**src/rtl/tone_divider.sv**
```systemverilog
// -----------------------------------------------------------------------------
// tone_divider
//   Programmable audio-tone divider. It divides clk by a runtime divisor k and
//   produces a square wave with exactly 50% duty for both even and odd k. Odd
//   divisors get their extra half cycle from a negedge copy of the posedge
//   phase bit. A divisor below 2 silences the output.
//
// Ports:
//   clk    : system clock; both edges are used internally
//   rst    : asynchronous, active-high reset; forces clkout low at once
//   k      : divide factor; output period is k clk cycles; k < 2 means off
//   clkout : divided tone output
// -----------------------------------------------------------------------------
module tone_divider #(
   parameter int WIDTH = 13
) (
   input  logic             clk,
   input  logic             rst,
   input  logic [WIDTH-1:0] k,
   output logic             clkout
);

   localparam logic [WIDTH-1:0] ONE = WIDTH'(1);
   localparam logic [WIDTH-1:0] TWO = WIDTH'(2);

   logic [WIDTH-1:0] k_q, k_d;
   logic [WIDTH-1:0] cnt_q, cnt_d;
   logic             pos_q, pos_d;
   logic             neg_q, neg_d;
   logic [WIDTH-1:0] half;

   always_comb begin
      // ceil(k_q/2) written so it cannot overflow at the maximum divisor
      half  = (k_q >> 1) + {{(WIDTH-1){1'b0}}, k_q[0]};
      k_d   = k_q;
      cnt_d = cnt_q;
      pos_d = pos_q;
      if (k != k_q) begin
         // New divisor: abandon the running period. Loading k-1 makes the
         // very next posedge wrap to 0 and start a fresh high phase.
         k_d   = k;
         cnt_d = (k < TWO) ? '0 : k - ONE;
         pos_d = 1'b0;
      end else if (k_q < TWO) begin
         cnt_d = '0;
         pos_d = 1'b0;
      end else begin
         cnt_d = (cnt_q == k_q - ONE) ? '0 : cnt_q + ONE;
         pos_d = (cnt_d < half);
      end
   end

   // Half-cycle delayed copy of the posedge phase bit.
   always_comb begin
      neg_d = pos_q;
   end

   always_ff @(posedge clk or posedge rst) begin
      if (rst) begin
         k_q   <= '0;
         cnt_q <= '0;
         pos_q <= 1'b0;
      end else begin
         k_q   <= k_d;
         cnt_q <= cnt_d;
         pos_q <= pos_d;
      end
   end

   always_ff @(negedge clk or posedge rst) begin
      if (rst) begin
         neg_q <= 1'b0;
      end else begin
         neg_q <= neg_d;
      end
   end

   // For odd divisors the AND trims the high phase by half a cycle at its
   // start, and the low phase gains it. pos_q and neg_q never change on the
   // same edge, so the output cannot glitch.
   assign clkout = k_q[0] ? (pos_q & neg_q) : pos_q;

endmodule

```
**config.mk**
```make
export PLATFORM = sky130hd
export DESIGN_NAME = tone_divider
export DESIGN_NICKNAME = d
export VERILOG_FILES = /design/src/rtl/tone_divider.sv
export SDC_FILE = /design/constraint.sdc
export NUM_CORES = 1
export LEC_CHECK = 0
export CORE_AREA = 2 2 69 71
export DETAILED_ROUTE_END_ITERATION = 8
export DIE_AREA = 0 0 71 73
export PLACE_DENSITY = 0.79
export SLEW_MARGIN = 20
export SYNTH_ARGS = -nofsm -noshare
export SYNTH_HDL_FRONTEND = slang
export SYNTH_SLANG_ARGS = --single-unit
```
**constraint.sdc**
```tcl
create_clock -name clk -period 12 [get_ports clk]
set_input_delay 1.2 -clock clk [delete_from_list [all_inputs] [get_ports clk]]
set_output_delay 1.2 -clock clk [all_outputs]
set_load 0.005 [all_outputs]
```
; After elaboration in Yosys (flattened, before gate mapping)
; Index checks and enable logic that the tools add are counted.
[word_totals]
reg_bits = 28
latch_bits = 0
ramBits = 0
romBits = 0
input_bits = 15
out_inout_bits = 1
word_cells = 21
n_memories = 0
[op_classes]
add_sub_neg = 4
multipliers = 0
div_mod_pow = 0
order_cmp = 3
n_eq_ne = 2
shift = 0
muxes = 7
n_bitwise = 1
n_reduce_logical = 0
[ops]
columns = op, count
row1 = two-way mux 13 bit, 4
row2 = less-than comparator 13 x 2 -> 1 bit (second input constant), 2
row3 = subtractor 13 x 1 -> 13 bit (second input constant), 2
row4 = adder 12 x 1 -> 13 bit, 1
row5 = adder 13 x 1 -> 13 bit (second input constant), 1
row6 = equality test 13 bit, 1
row7 = less-than comparator 13 bit, 1
row8 = inequality test 13 bit, 1
row9 = two-way mux 1 bit, 3
row10 = bitwise AND 1 bit, 1

; Longest topological paths before layout
[logic_depth]
word_depth = 6
mapped_depth = 16
mapped_depth_nobuf = 15

==> results.cfg <==
[outcome]
status = complete, no violations

[pwr]
intPower_w = 0.000156
combPwrFrac_pct = 25.3
powerDensity_nw_per_um2 = 82.2
ir_worst_vdd_v = 0.0000904
p_leak_nw = 1.11
total_power_w = 0.000224
power_switching_w = 0.0000677
swShare_pct = 30.2
pwr-share-seq_pct = 49.7
power_frac_clock_pct = 25.0

[die]
rows = 25
die-width_um = 71
start_util_pct = 57.0
io_pins = 16
coreArea_um2 = 4540
die_area_um2 = 5180
die_h_um = 73

[timing]
rsz0062_at_grt = false
hold_viol = 0
final_max_slew_viol_count = 0
relSlewSlack_pct = 30.5
finalSetupViolCount = 0
fin_worst_skew_ps = 9.98
worst_slack_ps = 3540
fin_setup_tns_ps = 0
tightest_slew_ps = 1030

[detailed_routing]
drc = 0
routed_wl_um = 5730
via_per_inst = 6.10
drt_iter0_markers = 130
vias = 2128
dr.pass1.iters = 5
drtAntennaViolNets = 0
routedWlPerCell_um = 16.4

[worst_setup_path]
cp-start-kind = flip-flop
path_class = flip-flop to output pin
critPathMaxFanout = 1
r2r_end = neg_q
r2r_slack_ps = 5470
r2r_cells = 0
worstPathRequired_ps = 10800
end_kind = output pin
crit_slowest_cell = clkdlybuf4s50_1
r2r-start = neg_d
cp_data_arrival_time_ps = 7260
cpPeakStageDelay_ps = 490
worstPathCellList = o21a_1, clkdlybuf4s50_1

[finish]
antenna_cells = 0
num-nets-final = 328
fin_area_um2 = 2720
layout_common_cells = xor2_1, dfrtp_1, xnor2_1
syn_to_final_growth_pct = 5.27
fillCellCount = 393
fin_cells = 349
final_common_cell = xor2_1
drive_gt1_share_pct = 4.07

[worst_hold_path]
hp-class = flip-flop to flip-flop
hp-start = cnt_q[0]
min_to = cnt_q[0]
min_delay_path_depth = 1

[clock_network]
cts_hold_buf = 0
numCtsBuffers = 3
cts_resized = 0
root_buffer = clkbuf_8
htreeDepth = 1
post-cts-setup-buffers = 0
insertion_delay_ps = 280
cts.clk_slew.worst_paths_ps = 90
clock_sinks = 28
cts_tree = yes
cts_buffer_depth = 2

[place]
dp_slack_ps = 3670
dpl_cell_area_um2 = 2670
place_congestion = 0.881
dp_hpwl_um = 4410
dp_cells = 345
portBuffers = 15

[yosys]
synth-edff-count = 0
netlist_instances = 307
synth_nets = 339
syn_area_um2 = 2590
syn_area_per_cell_um2 = 8.42
synth-main-ff-cell = dfrtp_1
synth-compound-area-share_pct = 13.4
yosys_warnings = 0
synthArstFlopShare_pct = 100
synth_seq_area_share_pct = 27.1
synth_xor_area_share_pct = 19.0
ys_types = 49
synthAdderAreaFrac_pct = 8.22
yosys-mux-area-fraction_pct = 0
synth_top_family_by_area = simple AND/OR/NAND/NOR gates
synthSimpleGateAreaFrac_pct = 25.3
ys_seq_elements = 28

[global_route]
grt_overflow = 0
antenna_found_initial = 0
track_usage_pct = 23.4
grt_max_degree = 29
grt_pass1_wl_um = 9470
grt_pass1_vias = 2078

[run]
drv_cap = 0
-- logic make-up after synthesis --
| group | Yosys count |
|---|---|
| AND/OR/NAND/NOR | 118 |
| XOR/XNOR | 56 |
| AO/OA/AOI/OAI | 46 |
| buffers and inverters | 42 |
| flip-flops | 28 |
| adder cells (fa/ha/maj) | 17 |
-- flip-flops by register name (all words and copies together) (netlist names) --
register	count
k_q	13
neg_d	1
neg_q	1
cnt_q	13
-- power by group through the flow --
stage	Clock (W)	Combinational (W)	Sequential [W]
floorplan	0	0.0000486	0.000105
global placement	0	0.0000546	0.000113
detailed placement	0	0.0000564	0.000113
CTS	0.0000566	0.0000568	0.000111
global route	0.0000615	0.0000641	0.000113
finish	0.0000559	0.0000567	0.000111
-- how the worst max path moves through the flow --
stage               slack (ps)  cells past startpoint      to  startpoint
finish                    3540                      2  clkout       neg_q
global route              3530                      2  clkout       neg_q
CTS                       3540                      2  clkout       neg_q
detailed placement        3670                      2   neg_q         rst
global placement          3670                      2   neg_q         rst
floorplan                 4310                      1   neg_q         rst
-- stage by stage --
stage | utilization (%) | hold WS, ps
after floorplan | - | 547
after global placement | 58.8 | 591
after detailed placement | 58.8 | 618
after CTS | 60.0 | 631
after global routing | 60.0 | 683
final | 60.0 | 621
-- layer usage --
layer	track usage, %	share of wire [%]	up-vias
met5	0	0	-
met4	10.1	1.9	0
met3	1.38	3.6	11
met2	41.5	51	56
met1	29.6	44	1001
li1	-	-	1060
-- final cells by class --
cell class              instances  area (um^2)  share of cell area, %
well taps                      54         67.6                   2.48
inverters                      10         37.5                   1.38
repair buffers                 16          158                   5.79
multi-input cells             237         1700                   62.6
clock buffers                   4         55.1                   2.02
flip-flops and latches         28          701                   25.7
-- worst max-delay path, delay by kind of cell, from the launching register on --
| kind | cells | cell delay (ps) |
|---|---|---|
| DFF | 1 | 390 |
| AOI/OAI and AO/OA | 1 | 100 |
| buffers and inverters | 1 | 490 |
-- Yosys cell counts (2+ instances only) --
cell      number  share of area (%)
clkbuf_1      28                4.1
a21oi_1        3               0.58
o32ai_1        2               0.68
dfrtp_1       27                 26
nor2_1        25                3.6
or2_2          2               0.48
nand2b_1       8                1.9
nand4_1        7                1.7
a21o_1         8                2.3
a31oi_1        6                1.5
o31ai_1       11                3.2
nor4_1         7                1.7
nor3_1         9                1.7
o21ai_0        2               0.39
nand2_1       17                2.5
inv_1         10                1.5
o22ai_1        2               0.48
xor2_1        30                 10
xnor2_1       26                8.8
ha_1          17                8.2
nand3_1       14                2.7
buf_6          3                1.3
o41ai_1        2               0.68
or4_1          3               0.87
or3_1          4               0.97
and3_1         9                2.2
nor2b_1        3               0.73
Power figures use the tool's default switching activity.
